[src/rtl/multibyte_add_sequencer.sv]
// Multi-byte add sequencer: streams two NBYTES-wide operands LSB-first through an external
// 8-bit adder, chaining the carry byte to byte, and returns the full-width sum and carry-out.
`timescale 1ns/1ps
module multibyte_add_sequencer #(
  parameter int unsigned NBYTES = 4
) (
  input  logic                  clk,
  input  logic                  rst_n,
  input  logic                  in_valid,
  output logic                  in_ready,
  input  logic [8*NBYTES-1:0]   in_a,
  input  logic [8*NBYTES-1:0]   in_b,
  input  logic                  in_cin,
  output logic [7:0]            add_x1,
  output logic [7:0]            add_x2,
  output logic                  add_cin,
  input  logic [7:0]            add_y,
  input  logic                  add_cout,
  output logic                  out_valid,
  input  logic                  out_ready,
  output logic [8*NBYTES-1:0]   out_sum,
  output logic                  out_cout
);

  localparam int unsigned    IdxW    = (NBYTES > 1) ? $clog2(NBYTES) : 1;
  localparam logic [IdxW-1:0] LastIdx = IdxW'(NBYTES - 1);

  typedef enum logic [1:0] {StIdle, StRun, StDone} state_e;

  state_e                r_state;
  state_e                w_state_d;
  logic [IdxW-1:0]       r_idx;
  logic                  r_carry;
  logic [8*NBYTES-1:0]   r_a;
  logic [8*NBYTES-1:0]   r_b;
  logic [8*NBYTES-1:0]   r_sum;
  logic                  r_cout;
  logic                  w_accept;
  logic                  w_last;
  logic [IdxW+2:0]       w_base;

  assign w_accept = (r_state == StIdle) && in_valid;
  assign w_last   = (r_idx == LastIdx);
  // Bit offset of the current byte (idx * 8).
  assign w_base   = {r_idx, 3'b000};

  // State register.
  always_ff @(posedge clk or negedge rst_n) begin
    if (!rst_n) begin
      r_state <= StIdle;
    end else begin
      r_state <= w_state_d;
    end
  end

  // Next-state logic.
  always_comb begin
    w_state_d = r_state;
    unique case (r_state)
      StIdle:  if (in_valid)  w_state_d = StRun;
      StRun:   if (w_last)    w_state_d = StDone;
      StDone:  if (out_ready) w_state_d = StIdle;
      default:                w_state_d = StIdle;
    endcase
  end

  // Datapath: latch operands on accept, then fold one adder byte per RUN cycle into the sum.
  always_ff @(posedge clk or negedge rst_n) begin
    if (!rst_n) begin
      r_idx   <= '0;
      r_carry <= 1'b0;
      r_a     <= '0;
      r_b     <= '0;
      r_sum   <= '0;
      r_cout  <= 1'b0;
    end else if (w_accept) begin
      r_a     <= in_a;
      r_b     <= in_b;
      r_carry <= in_cin;
      r_idx   <= '0;
      r_sum   <= '0;
      r_cout  <= 1'b0;
    end else if (r_state == StRun) begin
      r_sum[w_base +: 8] <= add_y;
      r_carry            <= add_cout;
      // idx parks on the last byte rather than wrapping; the next accept clears it.
      if (w_last) begin
        r_cout <= add_cout;
      end else begin
        r_idx <= r_idx + IdxW'(1);
      end
    end
  end

  // Outputs: adder inputs are only live in RUN; in_ready is held low while reset is asserted.
  always_comb begin
    add_x1    = 8'h00;
    add_x2    = 8'h00;
    add_cin   = 1'b0;
    in_ready  = (r_state == StIdle) && rst_n;
    out_valid = (r_state == StDone);
    out_sum   = r_sum;
    out_cout  = r_cout;
    if (r_state == StRun) begin
      add_x1  = r_a[w_base +: 8];
      add_x2  = r_b[w_base +: 8];
      add_cin = r_carry;
    end
  end

endmodule

[config.mk]
export PLATFORM = sky130hd
export DESIGN_NAME = multibyte_add_sequencer
export DESIGN_NICKNAME = d
export VERILOG_FILES = /design/src/rtl/multibyte_add_sequencer.sv
export SDC_FILE = /design/constraint.sdc
export NUM_CORES = 1
export LEC_CHECK = 0
export CORE_UTILIZATION = 47
export CTS_BUF_LIST = sky130_fd_sc_hd__clkbuf_16
export CTS_CLUSTER_SIZE = 10
export DETAILED_ROUTE_END_ITERATION = 10
export GPL_TIMING_DRIVEN = 0
export MAX_ROUTING_LAYER = met4
export PLACE_DENSITY = 0.79
export SLEW_MARGIN = 20
export SYNTH_ARGS = -nofsm -noshare
export SYNTH_HDL_FRONTEND = slang
export SYNTH_SLANG_ARGS = --single-unit
[constraint.sdc]
create_clock -name clk -period 2.7 [get_ports clk]
set_input_delay 0.405 -clock clk [delete_from_list [all_inputs] [get_ports clk]]
set_output_delay 0.405 -clock clk [all_outputs]
set_load 0.005 [all_outputs]
==> results of run 1 <==
## metrics by stage
stage,hold slack [ns],cell area (um2)
3_5_place_dp,0.3328,5946
4_1_cts,0.01804,6275
6_report,0.01628,6279
3_3_place_gp,0.4842,5917
2_1_floorplan,0.1094,4464
5_1_grt,0.02568,6279
## how the worst max path moves through the flow
stage | start | end | slack [ns] | cells after the start
after floorplan | r_idx[1]$_DFFE_PN0P_ | out_sum[16]$_DFFE_PN0P_ | 0.37 | 7
after global placement | rst_n | in_ready | -2.83 | 3
after detailed placement | r_idx[1]$_DFFE_PN0P_ | out_sum[22]$_DFFE_PN0P_ | -0.17 | 7
after CTS | r_state[0]$_DFFE_PN0P_ | add_x2[0] | 0.004 | 5
after global routing | r_idx[1]$_DFFE_PN0P_ | add_x2[0] | 0.01 | 5
final | r_idx[1]$_DFFE_PN0P_ | add_x2[0] | 0.11 | 5
## cell type report
cell class                      instances  area, um2
Buffer                                 16      95.09
Clock buffer                            9      225.2
Clock inverter                          7      72.57
Fill cell                             675       2962
Inverter                                3      11.26
Multi-Input combinational cell        174       1819
Sequential cell                       102       2554
Tap cell                              129      161.4
Timing Repair Buffer                  131       1340
## worst register-to-register path, cell delays in order, from the launching register on
cell and delay, ns:
dfrtp_1 0.39, clkbuf_2 0.27, buf_4 0.26, inv_1 0.12, ha_1 0.41, or3b_4 0.45, nor3_4 0.37, a22o_2 0.22
## kinds of logic (layout without fill, tap and decap cells)
kind of cell             Yosys count  in the layout  synth area share
AO/OA/AOI/OAI                     39             39           0.07567
XOR/XNOR                           1              1          0.001962
adder cells (fa/ha/maj)            6              6           0.01682
buffers and inverters             19            166           0.02074
flip-flops                       102            102            0.5717
multiplexers                      80             80            0.2422
AND/OR/NAND/NOR                   48             48           0.07091
## flip-flops by register name, summed over array words and instances (netlist names)
signal    flops
out_sum      32
r_a          32
r_b          32
r_idx         2
r_state       2
out_cout      1
r_carry       1
## cells in the mapped netlist (3+ instances only)
cell type	instances
and2_1	17
mux2_2	64
a22o_1	24
ha_1	6
nor3b_1	3
inv_1	3
a21o_1	3
a22o_2	8
buf_2	11
dfrtp_1	102
nand2_1	9
mux4_2	16
nor2_1	5
## per-layer routing
layer / vias up / global-route usage / routed length [um] / part of all wire
met1: 1585 / 0.2721 / 4383 / 0.42
met3: 18 / 0.04287 / 380 / 0.037
met4: 0 / 0.08937 / 208 / 0.020
li1: 1377 / - / - / -
met2: 89 / 0.3974 / 5375 / 0.52
met5: - / - / 0 / 0
## where the power goes
part / internal, uW / switching [uW] / leakage, uW
logic: 1930 / 1210 / 0.00123
clock network: 724 / 576 / 0.000148
registers: 2180 / 358 / 0.00127
total: 4840 / 2140 / 0.00265
## repair_timing
item / CTS / global route
endpoints found under the setup margin: 28 / 17
pin swaps: 0 / 0
gates resized for setup: 4 / 4
hold buffers: 1 / 0
hold endpoints to repair: 38 / 0
==> reports/results.ini, run 1 <==
[outcome]
status = complete, no violations

[critical_path]
cp_top_family = buffers and inverters
rrSetupSlack_ns = 0.15
critical_path.cell_chain = clkbuf_2, buf_4, mux4_2, and2_1, clkdlybuf4s50_1
worst-path-buf-inv = 3
end_kind = output pin
crit_fanout = 10
r2r_end = out_sum[18]$_DFFE_PN0P_
start_kind = flip-flop
crit_path_max_incr_delay_ns = 0.45
critPathArrivalTime_ns = 2.19
r2r-start = r_idx[1]$_DFFE_PN0P_
critPathKind = flip-flop to output pin
required_ns = 2.30
worstRegToRegCells = 7
crit_slowest_cell = clkdlybuf4s50_1

[yosys]
synth_edf_count = 0
synth_nets = 379
yosys_warnings = 0
synthArstFlopShare = 1.000
avgSynthCellArea_um2 = 15.13
synth_top_area_frac = 0.5717
yosys_register_bits = 102
ys_types = 31
ys.flop_type = dfrtp_1
synthTopCellsByArea = dfrtp_1, mux2_2, mux4_2
syn_area_um2 = 4464
yosysTopAreaCell = dfrtp_1
syn-instance-count = 295
ys_seq_area_frac = 0.5717

[clock_network]
cts_buffers = 9
cts.sinks = 102
cts_root_buf = clkbuf_16
cts_max_path_buffers = 2
htreeDepth = 3
postCtsSetupBuffers = 0
insertion_delay_ns = 0.34
clkTransAtPathRegs_ns = 0.07
cts_tree = done

[floorplanning]
start_util = 0.4831
pin_count = 130
dieArea_um2 = 9892
coreArea_um2 = 9240
die_h_um = 99.46
fp.dieW_um = 99.46
core.rowCount = 35

[sta]
setup_viol = 0
setup_slack_ns = 0.1085
rsz0062_at_grt = no
finalMaxSlewViolations = 0
fin_setup_tns_ns = 0
fmax_mhz = 385.9
worstMarginPinSlew_ns = 0.7987
min_period_over_period = 0.9598
finClkSkew_ns = 0.007746
slew_headroom = 0.4676
hold_viol = 0
period_minus_slack_ns = 2.592

[global_route]
grt_max_degree = 66
overflow = 0
antenna_found_initial = 0
grt_pass1_wl_um = 16700
grt_pass1_vias = 3290
grtUsageTotal = 0.2318

[layout]
antenna-diode-count = 0
syn2layout_area_growth_pct = 40.64
final_cells = 571
final_cell_mix = clkdlybuf4s50_1, dfrtp_1, mux2_2
drive_above_1_share = 0.2919
final_util = 0.6795
mostFrequentLayoutCell = clkdlybuf4s50_1
final_nets = 521

[detailed_routing]
wl_per_cell_um = 18.12
drt_iter0_drc = 65
num_vias = 3069
drcViolationCount = 0
viasPerCell = 5.375
drtAntennaViolNets = 0
drt_first_pass_iters = 4
wl_um = 10350

[power]
p_leak_uw = 0.002652
ir_drop_v = 0.0005384
power.density_nw_per_um2 = 1112
power_uw = 6982

[placed_design]
hpwlAfterDp_um = 7442
place.gp.congestion = 0.7987
pre_cts_ws_ns = -0.1715
io_buffers = 129
dp.cells = 554

[run]
max-cap-violations = 0

[min_path]
hp-class = input pin to async pin

No activity file was read; power rests on OpenSTA's default activity.
==> run 2, diff against run 1 <==
--- a/config.mk
+++ b/config.mk
@@ -5,6 +5,7 @@
 export SDC_FILE = /design/constraint.sdc
 export NUM_CORES = 1
 export LEC_CHECK = 0
+export CORE_MARGIN = 4
 export CORE_UTILIZATION = 47
 export CTS_BUF_LIST = sky130_fd_sc_hd__clkbuf_16
 export CTS_CLUSTER_SIZE = 10
==> constraint.sdc (replaced) <==
create_clock -name clk -period 2.7 [get_ports clk]
set_input_delay 0.405 -clock clk [delete_from_list [all_inputs] [get_ports clk]]
set_output_delay 0.405 -clock clk [all_outputs]
set_load 0.05 [all_outputs]
==> run 2 against run 1 <==
Compared with the run above:
- the flow now finishes with violations (negative hold slack)
- power is 14% higher
- combinational power increased by 32%
- sequential cell count stayed put
- die area grew 12%
- highest routed layer unchanged
- count of clock-buffer cells in the layout is the same
- via count fell by 2.5%
- global-route usage shrank 2.1 points
- critical endpoint is now add_x2[6]
- clock power barely moved
- non-clock buffer count decreased by 1
- core utilization shrank 0.58 points
- critical path depth fell by 1
- clock skew shrank 0.0012 ns
==> reports/results.ini, run 2 (same netlist as run 1, synthesis figures left out) <==
[detailed_routing]
drcViolationCount = 0  ; unchanged
drt_first_pass_iters = 4  ; unchanged
drt_iter0_drc = 86  ; +32%
num_vias = 2992  ; -2.5%
wl_per_cell_um = 18.82  ; +3.8%
drtAntennaViolNets = 0  ; unchanged
wl_um = 10710  ; +3.5%
viasPerCell = 5.258  ; -2.2%

[run]
max-cap-violations = 0  ; unchanged

[outcome]
status = finished, violations left
violations = negative hold slack

[power]
p_sw_uw = 3285  ; +53%
p_clk_frac = 0.160  ; -0.026
ir_drop_v = 0.0006050  ; +12%
p_leak_uw = 0.002690  ; +1.4%
p_comb_frac = 0.521  ; +0.071
seq_power_share = 0.318  ; -0.046
power_uw = 7963  ; +14%
intPower_uw = 4678  ; -3.3%
swShare = 0.4125  ; +0.1055
power.density_nw_per_um2 = 1279  ; +15%

[floorplanning]
die_h_um = 105.5  ; +6.0%
core.rowCount = 35  ; unchanged
coreArea_um2 = 9240  ; unchanged
fp.dieW_um = 105.5  ; +6.0%
start_util = 0.4831  ; unchanged
pin_count = 130  ; unchanged
dieArea_um2 = 11120  ; +12%

[clock_network]
postCtsSetupBuffers = 0  ; unchanged
cts_buffers = 9  ; unchanged
hold_buffers = 0  ; -1
htreeDepth = 3  ; unchanged
cts_max_path_buffers = 2  ; unchanged
cts_root_buf = clkbuf_16
cts_tree = done
clkTransAtPathRegs_ns = 0.07  ; about the same
insertion_delay_ns = 0.34  ; about the same
cts.sinks = 102  ; unchanged

[placed_design]
pre_cts_ws_ns = -0.1886  ; -0.01703 ns
place_area_um2 = 5946  ; unchanged
dp.cells = 554  ; unchanged
hpwlAfterDp_um = 7864  ; +5.7%
place.gp.congestion = 0.7622  ; -4.6%
io_buffers = 129  ; unchanged

[sta]
hold_viol = 3  ; +3
slew_headroom = 0.4828  ; +0.01523
min_period_over_period = 0.9563  ; -0.003580
finalMaxSlewViolations = 0  ; unchanged
rsz0062_at_grt = no
worst_hold_slack_ns = -0.004972  ; -0.02125 ns
worstMarginPinSlew_ns = 0.7758  ; -0.02284 ns
finClkSkew_ns = 0.006565  ; -0.001181 ns
setup_viol = 0  ; unchanged
period_minus_slack_ns = 2.582  ; -0.009666 ns
setup_slack_ns = 0.1181  ; +0.009666 ns
fmax_mhz = 387.3  ; +0.37%

[global_route]
grt_pass1_wl_um = 17690  ; +5.9%
grtUsageTotal = 0.2103  ; -0.02149
overflow = 0  ; unchanged
antenna_found_initial = 0  ; unchanged
grt_max_degree = 55  ; -17%
grt_pass1_vias = 3433  ; +4.3%

[critical_path]
crit_fanout = 10  ; unchanged
crit_path_max_incr_delay_ns = 0.52  ; +0.07 ns
crit_slowest_cell = mux4_2
cp_top_family = buffers and inverters
worstRegToRegCells = 7  ; unchanged
critPathKind = flip-flop to output pin
critPathArrivalTime_ns = 2.18  ; about the same
critical_path.cell_chain = buf_4, mux4_2, and2_1, dlygate4sd2_1
worst-path-buf-inv = 2  ; -1
rrSetupSlack_ns = 0.20  ; +0.05 ns
end_kind = output pin
r2r-start = r_idx[1]$_DFFE_PN0P_
required_ns = 2.30  ; about the same
crit_path_start = r_idx[0]$_DFFE_PN0P_
start_kind = flip-flop
r2r_end = out_sum[21]$_DFFE_PN0P_

[layout]
final_cells = 569  ; -0.35%
fin_area_um2 = 6225  ; -0.86%
drive_above_1_share = 0.2886  ; -0.003219
syn2layout_area_growth_pct = 39.43
final_nets = 520  ; -0.19%
ff_latch_area_um2 = 2554  ; unchanged
multiInputGateArea_um2 = 1819  ; unchanged
antenna-diode-count = 0  ; unchanged
fill_cells = 656  ; -2.8%
mostFrequentLayoutCell = clkdlybuf4s50_1
final_cell_mix = clkdlybuf4s50_1, dfrtp_1, mux2_2

[min_path]
hp-class = input pin to async pin

==> run 2: worst max path at each step <==
stage	cells after the start	slack, ns	to
finish	4	0.12	add_x2[6]
global route	4	0.03	add_x2[5]
CTS	5	0.01	add_x2[6]
detailed placement	7	-0.19	out_sum[16]$_DFFE_PN0P_
global placement	3	-3.11	in_ready
floorplan	7	0.37	out_sum[16]$_DFFE_PN0P_
==> run 2: area by class of cell <==
type | instances | share of cell area
multi-input combinational | 174 | 0.2923
inverter | 3 | 0.001809
timing repair buffer | 130 | 0.2086
clock buffer | 9 | 0.03618
buffer | 16 | 0.01508
tap | 129 | 0.02593
sequential | 102 | 0.4103
clock inverter | 6 | 0.009849
==> run 2: through the flow <==
step / utilization / hold WS (ns) / setup TNS (ns)
5_1_grt: 0.6737 / 0.02979 / 0
2_1_floorplan: - / 0.1094 / 0
3_5_place_dp: 0.6435 / 0.3781 / -2.661
6_report: 0.6737 / -0.004972 / 0
4_1_cts: 0.6730 / 0.01514 / 0
3_3_place_gp: 0.6404 / 0.4834 / -254.32
==> run 2: power groups by stage <==
stage / logic [uW] / clock network, uW / registers, uW
3_3_place_gp: 4250 / 0 / 2520
5_1_grt: 4420 / 1360 / 2620
6_report: 4150 / 1280 / 2530
3_5_place_dp: 4330 / 0 / 2560
4_1_cts: 4200 / 1300 / 2540
2_1_floorplan: 2680 / 0 / 2870
==> run 2: repair_timing <==
item,in CTS,in global routing
resized for setup,21,4
endpoints found under the setup margin,31,30
cloned,0,0
pin swaps,1,0
==> run 2: layer usage <==
layer | share of wire | global-route usage | routed length [um] | up-vias
met2 | 0.51 | 0.3502 | 5421 | 97
met3 | 0.050 | 0.03552 | 537 | 16
li1 | - | - | - | 1371
met1 | 0.42 | 0.2604 | 4512 | 1508
met4 | 0.022 | 0.07591 | 235 | 0
met5 | 0 | - | 0 | -
==> run 2: worst register-to-register path, cell delays in order, from the launching register on <==
cell and delay (ns):
dfrtp_1 0.40, clkbuf_4 0.24, clkbuf_4 0.26, inv_1 0.11, ha_1 0.42, or3b_4 0.45, nor3_4 0.34, a22o_2 0.23
==> run 3, diff against run 2 <==
--- a/config.mk
+++ b/config.mk
@@ -5,14 +5,16 @@
 export SDC_FILE = /design/constraint.sdc
 export NUM_CORES = 1
 export LEC_CHECK = 0
+export ABC_AREA = 1
+export CORE_ASPECT_RATIO = 1.5
 export CORE_MARGIN = 4
-export CORE_UTILIZATION = 47
+export CORE_UTILIZATION = 49
 export CTS_BUF_LIST = sky130_fd_sc_hd__clkbuf_16
 export CTS_CLUSTER_SIZE = 10
 export DETAILED_ROUTE_END_ITERATION = 10
 export GPL_TIMING_DRIVEN = 0
 export MAX_ROUTING_LAYER = met4
-export PLACE_DENSITY = 0.79
+export PLACE_DENSITY = 0.8
 export SLEW_MARGIN = 20
 export SYNTH_ARGS = -nofsm -noshare
 export SYNTH_HDL_FRONTEND = slang
==> run 3 against run 2 <==
Compared with the run above:
- critical path type unchanged
- largest cell class unchanged
- setup slack improved by 0.037 ns
- sequential power decreased by 7.9%
- worst hold slack improved by 0.47 ns
- sequential cell count unchanged
- power increased by 2.0%
- the run now ends clean
==> reports/results.ini, run 3 <==
[floorplanning]
start_util = 0.5008  ; +0.01767
die_h_um = 132.3  ; +25%
fp.dieW_um = 90.87  ; -14%
coreArea_um2 = 10080  ; +9.1%
pin_count = 130  ; unchanged
core.rowCount = 45  ; +29%
dieArea_um2 = 12020  ; +8.1%

[clock_network]
cts.sinks = 102  ; unchanged
htreeDepth = 3  ; unchanged
cts_buffers = 9  ; unchanged
clkTransAtPathRegs_ns = 0.07  ; about the same
cts_max_path_buffers = 2  ; unchanged
cts_root_buf = clkbuf_16
cts_tree = done
insertion_delay_ns = 0.34  ; about the same
postCtsSetupBuffers = 0  ; unchanged

[sta]
finalMaxSlewViolations = 0  ; unchanged
hold_viol = 0  ; -3
worstMarginPinSlew_ns = 0.5121  ; -0.2638 ns
min_period_over_period = 0.9427  ; -0.01357
finClkSkew_ns = 0.007468  ; +0.0009026 ns
worst_hold_slack_ns = 0.4692  ; +0.4741 ns
setup_slack_ns = 0.1548  ; +0.03664 ns
period_minus_slack_ns = 2.545  ; -0.03664 ns
slew_headroom = 0.6576  ; +0.1748
setup_viol = 0  ; unchanged
fmax_mhz = 392.9  ; +1.4%

[placed_design]
io_buffers = 129  ; unchanged
hpwlAfterDp_um = 10690  ; +36%
dp.cells = 916  ; +65%
place.gp.congestion = 0.9391  ; +23%
pre_cts_ws_ns = 0.0004636  ; +0.1890 ns
place_area_um2 = 6514  ; +9.6%

[layout]
final_cell_mix = nand2_1, clkdlybuf4s50_1, dfrtp_1
drive_above_1_share = 0.09080  ; -0.1978
mostFrequentLayoutCell = nand2_1
fin_area_um2 = 6766  ; +8.7%
syn2layout_area_growth_pct = 34.06
final_cells = 932  ; +64%
final_util = 0.6714  ; -0.002279
final_nets = 895  ; +72%
antenna-diode-count = 0  ; unchanged

[global_route]
antenna_found_initial = 0  ; unchanged
grtUsageTotal = 0.2496  ; +0.03928
grt_pass1_wl_um = 23470  ; +33%
grt_max_degree = 71  ; +29%
overflow = 0  ; unchanged
grt_pass1_vias = 5078  ; +48%

[yosys]
synth_top_area_frac = 0.5057  ; -0.06605
synth_edf_count = 0  ; unchanged
syn_area_um2 = 5047  ; +13%
avgSynthCellArea_um2 = 7.545  ; -50%
ys.flop_type = dfrtp_1
synth_nets = 753  ; +99%
ys_types = 24  ; -23%
yosysMostFrequentCell = nand2_1
syn-instance-count = 669  ; +130%
ys_seq_area_frac = 0.5057  ; -0.06605
yosysTopAreaCell = dfrtp_1
synthTopCellsByCount = nand2_1, dfrtp_1, inv_1
synthArstFlopShare = 1.000  ; unchanged
yosys_warnings = 0  ; unchanged
yosys_register_bits = 102  ; unchanged
synthTopCellsByArea = dfrtp_1, nand2_1, nand3_1

[power]
ir_drop_v = 0.0009302  ; +54%
p_leak_uw = 0.003388  ; +26%
power.density_nw_per_um2 = 1200  ; -6.2%

[critical_path]
start_kind = flip-flop
critPathKind = flip-flop to output pin
required_ns = 2.30  ; about the same
critPathArrivalTime_ns = 2.14  ; -0.04 ns
end_kind = output pin
crit_fanout = 10  ; unchanged

[run]
max-cap-violations = 0  ; unchanged

[outcome]
status = complete, no violations

[detailed_routing]
drcViolationCount = 0  ; unchanged
viasPerCell = 5.143  ; -2.2%
num_vias = 4793  ; +60%
drt_first_pass_iters = 5  ; +1
wl_per_cell_um = 15.11  ; -20%
drt_iter0_drc = 266  ; +210%
drtAntennaViolNets = 0  ; unchanged
wl_um = 14080  ; +31%

[min_path]
hp-class = flip-flop to flip-flop

==> run 3: cell types whose count changed in the layout (fill, tap and decap cells not counted), moves of 17 or more <==
cell | previous run | this run
and2_1 | 17 | 0
mux2_2 | 64 | 0
nor2_1 | 5 | 44
a22o_1 | 24 | 0
nand3_1 | 1 | 66
o21ai_1 | 0 | 56
inv_1 | 3 | 84
nand2_1 | 9 | 223
==> run 3: worst max-delay path: stages (launching register included) <==
cell and delay, ns:
dfrtp_1 0.42, buf_2 0.18, clkinv_1 0.16, clkbuf_2 0.26, nand2_1 0.10, nand3_1 0.07
a21oi_1 0.21, clkdlybuf4s15_2 0.41
==> run 3: worst paths after layout <==
| kind | startpoint | end | cells after the start | slack [ns] |
|---|---|---|---|---|
| setup / recovery | r_idx[0]$_DFFE_PN0P_ | add_x1[3] | 7 | 0.15 |
| hold / removal | out_sum[31]$_DFFE_PN0P_ | out_sum[31]$_DFFE_PN0P_ | 2 | 0.47 |
| setup reg to reg | r_idx[1]$_DFFE_PN0P_ | out_sum[7]$_DFFE_PN0P_ | 9 | 0.29 |
| hold reg to reg | out_sum[31]$_DFFE_PN0P_ | out_sum[31]$_DFFE_PN0P_ | 2 | 0.47 |
| max in group asynchronous | rst_n | r_a[8]$_DFFE_PN0P_ | 3 | 1.54 |
| min in group asynchronous | rst_n | out_sum[10]$_DFFE_PN0P_ | 2 | 0.52 |
==> run 3: per-stage QoR <==
step / power, uW / setup TNS (ns)
after floorplan: 5538 / 0
after detailed placement: 6979 / 0
final: 8119 / 0
after CTS: 8171 / 0
after global placement: 6852 / -249.16
after global routing: 8686 / -0.0004925
==> run 3: timing repair <==
| action | 4_1_cts | 5_1_grt |
|---|---|---|
| hold endpoints to repair | 32 | 0 |
| cloned | 0 | 0 |
| pin swaps | 0 | 0 |
| hold buffers | 1 | 0 |
| setup endpoints to repair | 17 | 18 |
| resized for setup | 37 | 24 |
==> run 3: cell type report <==
type / count / area (um2)
Tap cell: 117 / 146.4
Clock buffer: 9 / 225.2
Sequential cell: 102 / 2552
Buffer: 36 / 209.0
Fill cell: 843 / 3312
Inverter: 89 / 334.1
Clock inverter: 6 / 55.05
Multi-Input combinational cell: 442 / 1962
Timing Repair Buffer: 131 / 1282
==> run 3: cells by family (layout without fill, tap and decap cells) <==
| family | count (synthesis) | after routing | share of synthesized area |
|---|---|---|---|
| buffers and inverters | 125 | 271 | 0.1063 |
| AOI/OAI and AO/OA | 84 | 84 | 0.08379 |
| and+or+nand+nor | 352 | 352 | 0.2893 |
| adders and majority gates | 6 | 6 | 0.01487 |
| DFF | 102 | 102 | 0.5057 |
==> run 3: per-layer routing <==
metal  GRT usage  part of all wire  routed length (um)
met5           -                 0                   0
met4      0.1166             0.035                 490
met3     0.03198             0.047                 668
met2      0.4441              0.52                7369
met1      0.2751              0.39                5550
==> run 3: report_power, final <==
part | switching (uW) | internal [uW]
Combinational | 3190 | 1360
Sequential | 209 | 2120
Clock | 545 | 704
